<file path="src/rtl/synapse_accum.sv">
// Weight-RAM read sequencer and per-neuron saturating accumulator.
// One start sweeps all NUM_NEURONS x NUM_INPUTS weights, emitting one sum per neuron.
module synapse_accum #(
  parameter int ADDR_WIDTH  = 20,
  parameter int DATA_WIDTH  = 32,
  parameter int NUM_INPUTS  = 784,
  parameter int NUM_NEURONS = 10,
  parameter int POT_WIDTH   = 32,
  parameter int BASE_ADDR   = 0,
  localparam int NW = (NUM_NEURONS > 1) ? $clog2(NUM_NEURONS) : 1
) (
  input  logic                  clk,
  input  logic                  rst_n,
  input  logic                  start,
  input  logic [NUM_INPUTS-1:0] input_spikes,
  output logic [ADDR_WIDTH-1:0] ram_addr,
  output logic                  ram_wen,
  input  logic [DATA_WIDTH-1:0] ram_dout,
  output logic                  busy,
  output logic                  sum_valid,
  output logic [NW-1:0]         sum_neuron,
  output logic [POT_WIDTH-1:0]  sum_data,
  output logic                  done
);

  localparam int IW = (NUM_INPUTS > 1) ? $clog2(NUM_INPUTS) : 1;
  localparam logic [IW-1:0]         IN_LAST = IW'(NUM_INPUTS - 1);
  localparam logic [NW-1:0]         N_LAST  = NW'(NUM_NEURONS - 1);
  localparam logic [ADDR_WIDTH-1:0] BASE    = ADDR_WIDTH'(BASE_ADDR);
  localparam bit                    SINGLE  = (NUM_INPUTS * NUM_NEURONS == 1);

  // Handshake: start is a level sampled on a clock edge and accepted only in IDLE;
  // sum_valid and done are single-cycle pulses with no back-pressure.
  typedef enum logic [1:0] {IDLE, FETCH, DRAIN} state_t;

  state_t                state, state_nxt;
  logic [NUM_INPUTS-1:0] spk_q;
  logic [IW-1:0]         in_cnt, in_nxt;
  logic [NW-1:0]         n_cnt, n_nxt;
  logic                  issue_last, accept, drain_done;

  // Stage A describes the address currently on ram_addr; stage T lines up with ram_dout.
  logic                  a_v;
  logic                  t_v, t_spk, t_last;
  logic [NW-1:0]         t_n;

  logic [POT_WIDTH-1:0]  acc, acc_add, acc_new;
  logic [POT_WIDTH:0]    sum_w;

  assign ram_wen = 1'b0;

  always_comb begin
    state_nxt  = state;
    accept     = 1'b0;
    drain_done = 1'b0;
    in_nxt     = (in_cnt == IN_LAST) ? '0 : in_cnt + IW'(1);
    n_nxt      = (in_cnt == IN_LAST) ? n_cnt + NW'(1) : n_cnt;
    issue_last = (in_nxt == IN_LAST) && (n_nxt == N_LAST);
    case (state)
      IDLE: begin
        if (start) begin
          accept    = 1'b1;
          state_nxt = SINGLE ? DRAIN : FETCH;
        end
      end
      FETCH: begin
        if (issue_last) state_nxt = DRAIN;
      end
      DRAIN: begin
        if (!a_v && !t_v) begin
          drain_done = 1'b1;
          state_nxt  = IDLE;
        end
      end
      default: state_nxt = IDLE;
    endcase
  end

  always_ff @(posedge clk or negedge rst_n) begin
    if (!rst_n) state <= IDLE;
    else        state <= state_nxt;
  end

  // One extra sign bit is enough to detect overflow of a single add.
  always_comb begin
    sum_w = {acc[POT_WIDTH-1], acc}
          + {{(POT_WIDTH + 1 - DATA_WIDTH){ram_dout[DATA_WIDTH-1]}}, ram_dout};
    if (sum_w[POT_WIDTH] != sum_w[POT_WIDTH-1])
      acc_add = sum_w[POT_WIDTH] ? {1'b1, {(POT_WIDTH-1){1'b0}}}
                                 : {1'b0, {(POT_WIDTH-1){1'b1}}};
    else
      acc_add = sum_w[POT_WIDTH-1:0];
    acc_new = t_spk ? acc_add : acc;
  end

  always_ff @(posedge clk or negedge rst_n) begin
    if (!rst_n) begin
      spk_q      <= '0;
      ram_addr   <= '0;
      in_cnt     <= '0;
      n_cnt      <= '0;
      a_v        <= 1'b0;
      t_v        <= 1'b0;
      t_spk      <= 1'b0;
      t_last     <= 1'b0;
      t_n        <= '0;
      acc        <= '0;
      busy       <= 1'b0;
      sum_valid  <= 1'b0;
      sum_neuron <= '0;
      sum_data   <= '0;
      done       <= 1'b0;
    end else begin
      sum_valid <= 1'b0;
      done      <= 1'b0;
      t_v       <= a_v;
      t_spk     <= spk_q[in_cnt];
      t_last    <= (in_cnt == IN_LAST);
      t_n       <= n_cnt;

      if (accept) begin
        spk_q    <= input_spikes;
        ram_addr <= BASE;
        in_cnt   <= '0;
        n_cnt    <= '0;
        a_v      <= 1'b1;
        busy     <= 1'b1;
      end else if (state == FETCH) begin
        ram_addr <= ram_addr + ADDR_WIDTH'(1);
        in_cnt   <= in_nxt;
        n_cnt    <= n_nxt;
      end else if (state == DRAIN) begin
        a_v <= 1'b0;
        if (drain_done) begin
          busy <= 1'b0;
          done <= 1'b1;
        end
      end

      // The boundary word closes the neuron and the next neuron starts from zero.
      if (t_v) begin
        if (t_last) begin
          sum_data   <= acc_new;
          sum_neuron <= t_n;
          sum_valid  <= 1'b1;
          acc        <= '0;
        end else begin
          acc <= acc_new;
        end
      end
    end
  end

endmodule
</file>
<file path="config.mk">
export PLATFORM = sky130hd
export DESIGN_NAME = synapse_accum
export DESIGN_NICKNAME = d
export VERILOG_FILES = /design/src/rtl/synapse_accum.sv
export SDC_FILE = /design/constraint.sdc
export NUM_CORES = 2
export LEC_CHECK = 0
export CORE_AREA = 2 2 344 346
export CTS_CLUSTER_DIAMETER = 50
export CTS_CLUSTER_SIZE = 12
export DETAILED_ROUTE_END_ITERATION = 8
export DIE_AREA = 0 0 346 348
export GPL_ROUTABILITY_DRIVEN = 0
export PLACE_DENSITY = 0.63
export REMOVE_ABC_BUFFERS = 1
export SLEW_MARGIN = 20
export SYNTH_ARGS = -nofsm -noshare
export SYNTH_HDL_FRONTEND = slang
export SYNTH_SLANG_ARGS = --single-unit
</file>
<file path="constraint.sdc">
create_clock -name clk -period 3.3 [get_ports clk]
set_input_delay 0.495 -clock clk [delete_from_list [all_inputs] [get_ports clk]]
set_output_delay 0.495 -clock clk [all_outputs]
set_load 0.01 [all_outputs]
</file>
==> Word level (Yosys, flattened, before mapping) <==
Cells that the tools add are included.
{ "totals": {"reg_bits": 899, "input_bits": 819, "output_inout_bits": 60, "word_cells": 78} }
{ "op_classes": {"add_sub_neg": 4, "n_lt_le_gt_ge": 1, "n_eq_ne": 10, "n_mux": 35, "reduce_logical": 12} }
{ "op_table": {"columns": ["op", "count"], "rows": [
  ["$mux 32", 4],
  ["$mux 20", 2],
  ["$add 32x32->33", 1],
  ["$mux 10", 3],
  ["$add 20x1->20 const B", 1],
  ["$eq 10x10->1 const B", 2],
  ["$mux 1", 18],
  ["$mux 4", 3],
  ["$lt 10x11->1 const B", 1],
  ["$add 10x1->10 const B", 1],
  ["$bmux 1 s10", 1],
  ["$ne 2x2->1 const B", 4],
  ["$mux 2", 3],
  ["$pmux 2 s3", 1],
  ["$reduce_and 3->1", 2],
  ["$reduce_bool 2->1", 3],
  ["$add 4x1->4 const B", 1],
  ["$eq 4x4->1 const B", 1],
  ["$reduce_and 2->1", 2],
  ["$eq 2x1->1 const B", 1],
  ["$eq 2x2->1 const B", 1],
  ["$logic_and 1x1->1", 2],
  ["$logic_not 1->1", 2],
  ["$logic_not 2->1", 1],
  ["$ne 1x1->1", 1]
]} }

==> Longest topological paths before layout <==
{ "depth": {"depth_word": 8, "depth_mapped": 14, "depth_no_buf": 11} }

==> Least setup slack after synthesis <==
OpenSTA, ideal clock, no wires.
{ "synth_timing": {"kind": "input to register", "start": "input ram_dout[0]", "end": "register sum_data[24]", "setup_ps": 128, "arrival_ps": 3005, "t_required_ps": 3172, "setup_slack_ps": 167, "stages": 12, "n_path_buf": 1, "path_cell_list": "ha_1 > fa_1 > a211oi_1 > o21ai_0 > o21ai_1 > a2111oi_2 > o211ai_1 > a21o_1 > buf_2 > nor3_1 > a2111oi_2 > nor2_1"} }
{ "synth_via": {"elab_chain_cells": 4, "word_cells_on_any_way": 5, "classes_between": "add/sub (1); eq/ne (1); mux (3)"} }
{ "synth_rtl": {"columns": ["item", "line", "text"], "rows": [
  ["start, declared", "18", "input logic [DATA_WIDTH-1:0] ram_dout,"],
  ["$add 32x32->33 *", "87", "+ {{(POT_WIDTH + 1 - DATA_WIDTH){ram_dout[DATA_WIDTH-1]}}, ram_dout};"],
  ["$mux 32 or $ne 1x1->1 (tied branches)", "89, 88", null],
  ["$mux 32 *", "88", "if (sum_w[POT_WIDTH] != sum_w[POT_WIDTH-1])"],
  ["$mux 32 *", "93", "acc_new = t_spk ? acc_add : acc;"],
  ["end signal, assigned", "143", "sum_data <= acc_new;"],
  ["end, declared", "22", "output logic [POT_WIDTH-1:0] sum_data,"]
]} }
Every way passes the cells marked *; elsewhere a longest branch is shown, timed or not.
A chain may end at the register's enable or synchronous reset.

==> Worst setup path in the final report <==
{ "layout_timing": {"start": "register acc[0]", "end": "register sum_data[25]"} }
{ "layout_via": {"elab_chain_cells": 4, "word_cells_on_any_way": 5, "classes_between": "add/sub (1); eq/ne (1); mux (3)"} }
{ "layout_rtl": {"columns": ["item", "line", "text"], "rows": [
  ["start, declared", "47", "logic [POT_WIDTH-1:0] acc, acc_add, acc_new;"],
  ["start signal, assigned", "148", "acc <= acc_new;"],
  ["$add 32x32->33 *", "87", null],
  ["$mux 32 or $ne 1x1->1 (tied branches)", "89, 88", null],
  ["$mux 32 *", "88", null],
  ["$mux 32 *", "93", null]
]} }
Marked as above.

==> implementation parameters <==
Parameter                              Value

Run status
  Run status    finished clean

Timing
  Fmax    312 MHz
  Worst Slack Setup Final    0.0926 ns
  Final hold slack    0.338 ns
  Max-slew violations    0
  Post-route minimum period    3.21 ns
  Slew at the pin with the worst max-slew slack    0.769 ns
  Post-route clock skew    0.0208 ns
  Setup-violating endpoint count in the final report    0
  Fraction of the cycle the final worst path needs    0.972
  Max-slew headroom    0.484
  Hold violation count in the final report    0

Clocking
  CTS HTree Levels    3
  Number of buffers on the longest clock path    3
  Clock input transition at the sequential cells of the worst setup and hold paths    0.06 ns
  Clock sink count    899
  TritonCTS Buffers    106
  Clock Latency Late Sink    0.68 ns
  Clock tree from TritonCTS    done
  Root buffer cell    clkbuf_16

Synth
  Proportion of register bits with asynchronous set or reset after synthesis    1.00
  Mean area per synthesized cell    9.38 um2
  Post-synthesis cell area    0.0424 mm2
  Sequential-to-total area share from yosys stat    0.531
  Synth cell types    70
  EDFF count, synth    0
  Yosys Warn Count    0
  Flip-flop and latch count after synthesis    899
  Dominant synthesized flop cell    dfrtp_1
  Synthesized netlist cell count    4516

Global routing
  Total grt overflow    0
  Antenna violations before repair    19
  Overall routing resource usage    0.243
  Number of global-route vias before repair    36700
  Maximum number of pins on one net before global-route repair    116
  Global-route wire length before repair    223 mm

Power
  Pleak    0.0277 uW
  Total power density per cell area    792 mW/mm2
  Peak supply drop    0.476 mV

Worst setup path
  Kind of critical path    reg2reg
  Slowest cell delay on critical path    0.42 ns
  Type of origin of the critical path    flop
  Standard cell with the maximum stage delay on the critical path    dfrtp_1
  Count of buffering cells on the critical path with inverters included    4
  Crit path cell chain    ha_2 -> fa_2 -> a211oi_2 -> o21ai_2 -> o21ai_2 -> buf_6 -> a2111oi_4 -> o211ai_1 -> a21o_1 -> buf_12 -> nor2_4 -> buf_12 -> buf_4 -> nor2_1 -> o22ai_1
  Worst path required time    3.84 ns
  Signal arrival time at the worst endpoint    3.75 ns
  Cell family contributing the most delay on the critical path    compound AO/OA/AOI/OAI gates
  Crit. End Element    flop
  Crit-path max FO    10

Run
  MaxCap Viol Count    0

Detailed routing
  Overall routed net length    149 mm
  DRC    0
  1st-pass router iterations    6
  Via Count    36000
  Ratio of routed vias to standard cells    5.10
  Wirelength per Cell    21.1 um
  Number of DRC violations after detailed-routing iteration 0    2798
  Detail Route Antenna Nets    0

Finish
  Fin nets    6306
  Proportion of layout cells with a drive suffix above 1    0.126
  Area added between synthesis and finish    37.3%
  Final-layout fill cell count    10800

Die
  I/O pins    879
  Starting Density    0.362
  Core box area    0.117 mm2
  Die extent in x    346 um
  Die area    0.120 mm2
  Vertical extent of the die    348 um
  Standard-cell row count    126

Placed design
  Pre-CTS setup slack    -0.868 ns
  Detailed placement HPWL    111 mm
  Number of input and output port buffers inserted    877

Worst hold path
  Worst min-delay path class    in2reg
[sequential cells by signal, summed over array words and instances, names as in the netlist, 2 cells and up]
| register | cells |
|---|---|
| spk_q | 784 |
| state | 2 |
| n_cnt | 4 |
| sum_neuron | 4 |
| t_n | 4 |
| in_cnt | 10 |
| acc | 32 |
| sum_data | 32 |
| ram_addr | 20 |
[final timing paths]
check / from / end / slack [ns] / depth (start not counted)
worst max-delay path: acc[0] / sum_data[25] / 0.09 / 15
worst min-delay path: input_spikes[352] / spk_q[352] / 0.34 / 3
worst max register to register: acc[0] / sum_data[25] / 0.09 / 15
worst min register to register: n_cnt[3] / t_n[3] / 0.42 / 0
max in group asynchronous: rst_n / spk_q[171] / 1.78 / 4
min in group asynchronous: rst_n / spk_q[681] / 0.38 / 2
[report_power, final]
group,switching [uW],internal [uW]
clock network,4810,7220
logic,8830,9320
registers,1900,14000
total,15500,30500
[metrics by stage]
step                setup TNS (ns)  power, uW  instances  utilization  cell area, um2
global route              -0.00888      48700       7061        0.497           58200
detailed placement          -46.06      33700       6861        0.463           54200
floorplan                        -      26700       4233            -           41200
finish                           0      46100       7064        0.497           58200
CTS                              0      46000       7043        0.494           57800
global placement            -40.65      33300       6861        0.463           54200
[metal layers]
layer | vias to the layer above | GRT usage | share of wire
li1 | 16600 | - | -
met1 | 17800 | 0.308 | 0.40
met2 | 1252 | 0.405 | 0.49
met3 | 274 | 0.0463 | 0.067
met4 | 18 | 0.111 | 0.045
met5 | - | 0 | 0.00072
[Yosys cell counts, drive strengths merged, types with 2 or more instances]
cell type,instances,area [um2]
a2111oi,3,38.8
o31ai,9,67.6
nand2,2472,9280
buf,54,288
mux2,7,82.6
a22oi,2,15.0
ha,35,438
o221ai,2,17.5
a22o,2,17.5
nand2b,11,68.8
a211oi,7,52.6
nor2b,12,75.1
o21a,5,37.5
nand3b,4,30.0
inv,15,56.3
o21bai,7,52.6
nand4,9,56.3
nor3,8,40.0
a21o,14,105
or4,2,15.0
nor2,74,280
a31oi,16,100
or3,4,30.0
nand3,34,180
mux4,246,5540
mux2i,14,140
maj3,2,20.0
xor2,12,105
and3,17,106
xnor2,17,149
dfrtp,899,22500
and2,2,12.5
nor4,6,52.6
clkbuf,229,862
o22ai,11,68.8
a21oi,94,482
o21ai,129,649
nor3b,4,30.0
o211ai,9,67.6
[worst min-delay path, delay by kind of cell]
family | cells | cell delay [ns]
and+or+nand+nor | 2 | 0.09
buffers and inverters | 1 | 0.40
[final cells by class]
| class | count | area, um2 | area share |
|---|---|---|---|
| clock inverters | 46 | 652 | 0.0112 |
| flip-flops and latches | 899 | 22500 | 0.387 |
| multi-input cells | 3318 | 18800 | 0.324 |
| inverters | 16 | 60.1 | 0.00103 |
| repair buffers | 1110 | 11200 | 0.193 |
| well taps | 1536 | 1920 | 0.0330 |
| clock buffers | 132 | 2930 | 0.0503 |
| diodes | 7 | 17.5 | 0.000301 |
[logic make-up after synthesis]
family / after synthesis / synth area share
flip-flops: 899 / 0.531
multiplexers: 267 / 0.136
AO/OA/AOI/OAI: 322 / 0.0444
adder cells (fa/ha/maj): 38 / 0.0113
AND/OR/NAND/NOR: 2661 / 0.243
XOR/XNOR: 29 / 0.00600
other: 1 / 0.0000885
buffers and inverters: 299 / 0.0286
[cells in the final DEF (no fill, tap or decap), drive strengths merged, types with 14 or more instances in the layout]
cell and count:
nand2 2472, dfrtp 899, clkdlybuf4s50 876, mux4 246
buf 232, clkbuf 133, o21ai 129, a21oi 94
nor2 74, ha 35, nand3 34, inv 26
clkinv 20, xnor2 17, and3 17, a31oi 16
a21o 14, mux2i 14
[repair_timing]
| action | CTS | global route |
|---|---|---|
| hold endpoints to repair | 39 | 0 |
| setup endpoints to repair | 61 | 65 |
| buffers inserted | 3 | 14 |
| gates resized for setup | 5 | 41 |
| gates cloned | 0 | 1 |
| hold buffers | 1 | 0 |
| pin swaps | 1 | 7 |
Power figures use the tool's default switching activity.
